===== config.mk =====
export PLATFORM = sky130hd
export DESIGN_NAME = dcache_evict_buffer
export DESIGN_NICKNAME = d
export VERILOG_FILES = /design/src/rtl/dcache_evict_buffer.sv
export SDC_FILE = /design/constraint.sdc
export NUM_CORES = 1
export LEC_CHECK = 0
export CORE_AREA = 8 8 416 418
export CTS_CLUSTER_DIAMETER = 40
export CTS_CLUSTER_SIZE = 10
export DETAILED_ROUTE_END_ITERATION = 16
export DIE_AREA = 0 0 424 426
export DONT_BUFFER_PORTS = 1
export SETUP_SLACK_MARGIN = 0.1
export SKIP_LAST_GASP = 1
export SLEW_MARGIN = 20
export SYNTH_ARGS = -nofsm -noshare
export SYNTH_HDL_FRONTEND = slang
export SYNTH_SLANG_ARGS = --single-unit

===== constraint.sdc =====
create_clock -name clk -period 2.83 [get_ports clk]
set_clock_uncertainty 0.1 [all_clocks]
set_input_delay 0.566 -clock clk [delete_from_list [all_inputs] [get_ports clk]]
set_output_delay 0.566 -clock clk [all_outputs]
set_load 0.05 [all_outputs]

===== src/rtl/dcache_evict_buffer.sv =====
// Single-entry write-back eviction buffer between the dcache memory port and the arbiter.
// Lets a refill read overtake a dirty-line eviction, serves hits from the buffered line.
module dcache_evict_buffer #(
  parameter int unsigned ADDR_W   = 32,
  parameter int unsigned LINE_W   = 256,
  parameter int unsigned OFFSET_W = 5
) (
  input  logic              clk,
  input  logic              reset_n,
  input  logic [ADDR_W-1:0] dc_address,
  input  logic              dc_read,
  input  logic              dc_write,
  input  logic [LINE_W-1:0] dc_wdata,
  output logic [LINE_W-1:0] dc_rdata,
  output logic              dc_resp,
  output logic [ADDR_W-1:0] mem_address,
  output logic              mem_read,
  output logic              mem_write,
  output logic [LINE_W-1:0] mem_wdata,
  input  logic [LINE_W-1:0] mem_rdata,
  input  logic              mem_resp,
  output logic              buf_valid
);

  localparam int unsigned TagW = ADDR_W - OFFSET_W;

  typedef enum logic [1:0] {StIdle, StRead, StDrain, StResp} state_e;

  state_e state_q, state_d;

  logic              buf_valid_q, buf_valid_d;
  logic [TagW-1:0]   buf_tag_q, buf_tag_d;
  logic [LINE_W-1:0] buf_line_q, buf_line_d;
  logic [LINE_W-1:0] dc_rdata_q, dc_rdata_d;
  logic              dc_resp_q, dc_resp_d;
  logic [ADDR_W-1:0] mem_address_q, mem_address_d;
  logic              mem_read_q, mem_read_d;
  logic              mem_write_q, mem_write_d;
  logic [LINE_W-1:0] mem_wdata_q, mem_wdata_d;

  logic [TagW-1:0] req_tag;
  logic            hit;
  logic            unused_offset;

  assign req_tag       = dc_address[ADDR_W-1:OFFSET_W];
  assign hit           = buf_valid_q && (req_tag == buf_tag_q);
  assign unused_offset = ^dc_address[OFFSET_W-1:0];

  always_ff @(posedge clk or negedge reset_n) begin
    if (!reset_n) begin
      state_q <= StIdle;
    end else begin
      state_q <= state_d;
    end
  end

  // A read always wins over a pending drain so the refill reaches memory first.
  always_comb begin
    state_d = state_q;
    case (state_q)
      StIdle: begin
        if (dc_read) begin
          state_d = hit ? StResp : StRead;
        end else if (dc_write && !buf_valid_q) begin
          state_d = StResp;
        end else if (buf_valid_q) begin
          state_d = StDrain;
        end
      end
      StRead:  if (mem_resp) state_d = StResp;
      StDrain: if (mem_resp) state_d = StIdle;
      StResp:  state_d = StIdle;
      default: state_d = StIdle;
    endcase
  end

  // A write arriving while full is left pending; it is picked up in IDLE after the drain.
  always_comb begin
    buf_valid_d   = buf_valid_q;
    buf_tag_d     = buf_tag_q;
    buf_line_d    = buf_line_q;
    dc_rdata_d    = dc_rdata_q;
    dc_resp_d     = dc_resp_q;
    mem_address_d = mem_address_q;
    mem_read_d    = mem_read_q;
    mem_write_d   = mem_write_q;
    mem_wdata_d   = mem_wdata_q;
    case (state_q)
      StIdle: begin
        if (dc_read && hit) begin
          dc_rdata_d = buf_line_q;
          dc_resp_d  = 1'b1;
        end else if (dc_read) begin
          mem_read_d    = 1'b1;
          mem_address_d = {req_tag, {OFFSET_W{1'b0}}};
        end else if (dc_write && !buf_valid_q) begin
          buf_tag_d   = req_tag;
          buf_line_d  = dc_wdata;
          buf_valid_d = 1'b1;
          dc_resp_d   = 1'b1;
        end else if (buf_valid_q) begin
          mem_write_d   = 1'b1;
          mem_address_d = {buf_tag_q, {OFFSET_W{1'b0}}};
          mem_wdata_d   = buf_line_q;
        end
      end
      StRead: begin
        if (mem_resp) begin
          mem_read_d = 1'b0;
          dc_rdata_d = mem_rdata;
          dc_resp_d  = 1'b1;
        end
      end
      StDrain: begin
        if (mem_resp) begin
          mem_write_d = 1'b0;
          buf_valid_d = 1'b0;
        end
      end
      StResp: begin
        // Inputs ignored: the dcache is still holding the request just completed.
        dc_resp_d = 1'b0;
      end
      default: ;
    endcase
  end

  always_ff @(posedge clk or negedge reset_n) begin
    if (!reset_n) begin
      buf_valid_q   <= 1'b0;
      buf_tag_q     <= '0;
      buf_line_q    <= '0;
      dc_rdata_q    <= '0;
      dc_resp_q     <= 1'b0;
      mem_address_q <= '0;
      mem_read_q    <= 1'b0;
      mem_write_q   <= 1'b0;
      mem_wdata_q   <= '0;
    end else begin
      buf_valid_q   <= buf_valid_d;
      buf_tag_q     <= buf_tag_d;
      buf_line_q    <= buf_line_d;
      dc_rdata_q    <= dc_rdata_d;
      dc_resp_q     <= dc_resp_d;
      mem_address_q <= mem_address_d;
      mem_read_q    <= mem_read_d;
      mem_write_q   <= mem_write_d;
      mem_wdata_q   <= mem_wdata_d;
    end
  end

  assign dc_rdata    = dc_rdata_q;
  assign dc_resp     = dc_resp_q;
  assign mem_address = mem_address_q;
  assign mem_read    = mem_read_q;
  assign mem_write   = mem_write_q;
  assign mem_wdata   = mem_wdata_q;
  assign buf_valid   = buf_valid_q;

endmodule


# Word level (Yosys, flattened, before mapping)
# Index checks and enable logic that the tools add are counted.
# classes
eq_ne,17
mux,29
reduce_logical,18
n_bitwise,3
# op_table
op,n
256-bit 2-to-1 mux,2
256-bit one-hot mux with 2 select lines,1
32-bit 2-to-1 mux,3
27-bit == test,1
"2-bit != test, second input constant",10
4-bit AND reduction,4
1-bit 2-to-1 mux,12
2-bit 2-to-1 mux,6
5-bit AND reduction,2
2-bit one-hot mux with 4 select lines,1
"3-bit != test, second input constant",2
1-bit one-hot mux with 2 select lines,3
3-bit AND reduction,2
6-bit AND reduction,1
2-bit nonzero test,3
"2-bit == test, second input constant",2
"4-bit != test, second input constant",1
1-bit logical AND,3
1-bit inverter,3
1-bit one-hot mux with 3 select lines,1
3-bit nonzero test,1
"2-bit by 1-bit == test with 1-bit output, second input constant",1
2-bit zero test,1
1-bit zero test,1
# word_totals
output_inout_bits,548
wordCells,77
regBits,833
inputBits,549

# Longest topological paths before layout
# logic_depth
ltp_word,6
depth_mapped,8
ltp_nobuf,5

# Least setup slack after synthesis
# No wires, ideal clock.
# synth_path
path_kind,reg2reg
from,"register buf_valid_q, in the netlist buf_valid"
to,"register dc_rdata_q[246], in the netlist dc_rdata[246]"
arrival_ns,2.129
setup_slack_ns,0.479
t_required_ns,2.607
path_stages_with_launch,8
path_buffers,3
setup_ns,0.123
synth_period_minus_slack_ns,2.351
path_cell_list,dfrtp_1 > clkbuf_1 > nand4_1 > nor4_4 > nand4_4 > buf_2 > buf_2 > o221a_2
# synth_between
elab_chain_len,4
# synth_lines
item,line,rtl
"start, declared",31,"logic buf_valid_q, buf_valid_d;"
"start signal, assigned",140,buf_valid_q <= buf_valid_d;
1-bit logical AND,46,assign hit = buf_valid_q && (req_tag == buf_tag_q);
1-bit logical AND,90,if (dc_read && hit) begin
2-bit != test (no source line),-,
3-bit AND reduction (no source line),-,
"end signal, assigned",143,dc_rdata_q <= dc_rdata_d;
"end, declared",34,"logic [LINE_W-1:0] dc_rdata_q, dc_rdata_d;"
# Every way passes these cells.
# A chain may end at the register's enable or synchronous reset.

# Final worst setup path
# layout_path
from,"register buf_valid_q, in the netlist buf_valid"
to,"register dc_rdata_q[157], in the netlist dc_rdata[157]"
# The elaborated chain is that of the path after synthesis.

==> results.md <==
- Status: complete, no violations
- TritonCTS Buffers: 147
- Die Width: 424 um
- Max-Cap Viols: 0
- Via density: 4.48
- CTS max path bufs: 3
- Per-cell routed wire length: 28.3 um
- Global-route wire length before repair: 218 mm
- Share of the synthesized area in the top cell type: 61.7%
- Synthesized area per cell: 12.4 um^2
- CTS tree: built
- Register area share after synthesis: 61.7%
- Most common cell in the netlist: dfrtp_1
- Reg clk slew, reported paths: 50 ps
- Full die area: 0.181 mm^2
- Async S/R FF share, synth: 100%
- WS Path Type: reg2reg
- Normalized max-slew margin: 30.0%
- Input/output buffers: 0
- Die Ht: 426 um
- Root buffer cell: clkbuf_16
- Routed vias: 25300
- CTS HTree Levels: 4
- DRC violations left: 0
- CTS sink count: 828
- Post-synthesis cell area: 0.0336 mm^2
- Prevailing post-synth register cell: dfrtp_1
- PwrDens: 1410 mW/mm^2
- Worst path arrival time: 3180 ps
- Final hold violation count: 0
- #FFs+latches synth: 828
- Number of global-route vias before repair: 26400
- Final Cycle Share: 91.6%
- Worst EP required: 3420 ps
- F_max: 0.386 GHz
- Hold Path Class: in2reg
- Layout net count: 3847
- Max-slew violations: 0
- Peak supply drop: 755 uV
- RSZ-0062 raised after global routing: no
- CP Capture Type: flip-flop
- Gate Count Post-Synth: 2704
- Layout cells sized above 1: 26.4%
- CP Max Fanout: 24
- CP startpoint kind: flip-flop
- Area grow syn2layout: 40.6%
- Final instance area: 0.0472 mm^2
- Clk_lat worst skew: 790 ps
- Largest net degree at the start of global routing: 172
- Detailed Place HPWL: 119 mm
- GR Util All Layers: 16.9%
- Setup_tns: 0 ps
- # setup viols final: 0
- Core Area: 0.166 mm^2
- TritonRoute pass-1 iters: 5
- Most frequent cells after synthesis: dfrtp_1 (828), nand2_1 (774), mux2_2 (317), nand2b_1 (259), o221a_2 (198)
- GPL Wtd Cong: 0.958
- Least-Margin Pin Slew: 1050 ps
- Post-route ant nets: 0
- Congestion Overflow GR: 0
- Tmin final: 2590 ps
- IO Pins: 1097
- Top post-synthesis cells by area: dfrtp_1 (62%), mux2_2 (11%), nand2_1 (8.7%)
- Total Wirelength: 160 mm
- Initial antenna violation count: 26
- Distinct cell type count after synthesis: 31
- Post-synth EDFFs: 0
- Starting Density: 20.2%
- Yosys Warn Count: 0
- Pleak: 20.5 nW
- # rows: 150
- Yosys top cell by area: dfrtp_1
- Placed instance area: 0.0366 mm^2
- Drt initial violations: 2299
## state kept, by name (all words and copies together) (netlist names)
name / cells
dc_resp: 1
buf_valid: 1
buf_line_q: 256
state_q: 2
mem_write: 1
buf_tag_q: 27
mem_read: 1
dc_rdata: 256
mem_wdata: 256
mem_address: 27
## final cells by class
cell class	instances	area, um^2
clock inverter	84	1150
tap	2204	2760
antenna	14	35.0
fill	16900	119000
sequential	828	20700
clock buffer	184	4090
multi-input combinational	1694	11800
timing repair buffer	627	6600
## worst max-delay path, cell delays in order (launching register included)
cell     delay [ps]
dfrtp_1         650
nand4_1         250
nor4_4          430
a41o_4          350
buf_12          190
buf_12          220
o221a_1         220
## power by group
group          switching (W)  internal [W]  leakage (nW)  total, W
combinational        0.00546       0.00611          7.99    0.0116
sequential            0.0193        0.0171          9.98    0.0363
clock                0.00669        0.0119          2.54    0.0186
## cell families after synthesis
family,after synthesis,share of synthesized area (%)
and+or+nand+nor,1054,13.9
DFF,828,61.7
muxes,338,11.6
AOI/OAI and AO/OA,270,8.89
buffers and inverters,186,3.16
xor gates and xnor gates,27,0.705
other,1,0.0112
## repair_timing
action                                  in CTS  in global routing
endpoints found under the hold margin      931                  0
resized for setup                            0                  0
endpoints found under the setup margin       0                140
hold buffers                               527                  0
buffers inserted                             0                  0
## cell usage in the layout, fill, tap and decap left out, types with 2 or more instances in the layout
cell	count
xor2_1	4
conb_1	5
mux2_2	317
o221a_1	58
clkinv_8	5
clkbuf_16	151
clkbuf_8	21
nor2_1	6
buf_4	61
nand2b_1	258
inv_16	2
dlygate4sd3_1	524
o221a_2	198
nand2_1	773
clkinv_4	13
clkinvlp_4	11
xnor2_1	23
mux2_4	20
o21ai_0	6
buf_16	7
dfrtp_1	828
bufinv_16	17
buf_12	34
and2_4	2
diode_2	14
clkinv_16	3
nand4_1	6
inv_6	16
a21oi_1	5
clkinv_2	16
clkbuf_1	13
## metal layers
layer | vias up | routed length, um | GRT usage, %
li1 | 10500 | - | -
met1 | 13100 | 60500 | 20.2
met2 | 1348 | 75300 | 26.8
met3 | 287 | 17300 | 6.95
met4 | 8 | 6420 | 6.93
met5 | - | 43 | 0
## metrics by stage
stage / hold WS (ps) / util, % / power [W] / instances / setup WS (ps)
floorplan: 170 / - / 0.0404 / 2708 / 479
global placement: 196 / 21.9 / 0.0468 / 4820 / 130
detailed placement: 172 / 22.0 / 0.0474 / 4825 / 129
CTS: 2.73 / 28.3 / 0.0671 / 5620 / 210
global route: 34.2 / 28.4 / 0.0692 / 5628 / 158
finish: 80.7 / 28.4 / 0.0666 / 5635 / 237
## final timing paths
path | end | from | depth (start not counted) | slack, ps
min in group asynchronous | buf_line_q[80] | reset_n | 3 | 390
worst max-delay path | dc_rdata[157] | buf_valid | 6 | 240
worst min-delay path | dc_rdata[161] | mem_rdata[161] | 2 | 80
worst max register to register | dc_rdata[157] | buf_valid | 6 | 240
max in group asynchronous | buf_line_q[231] | reset_n | 5 | 360
worst min register to register | mem_wdata[233] | buf_line_q[233] | 2 | 380
Note: power is estimated with default switching activity, not from simulation.
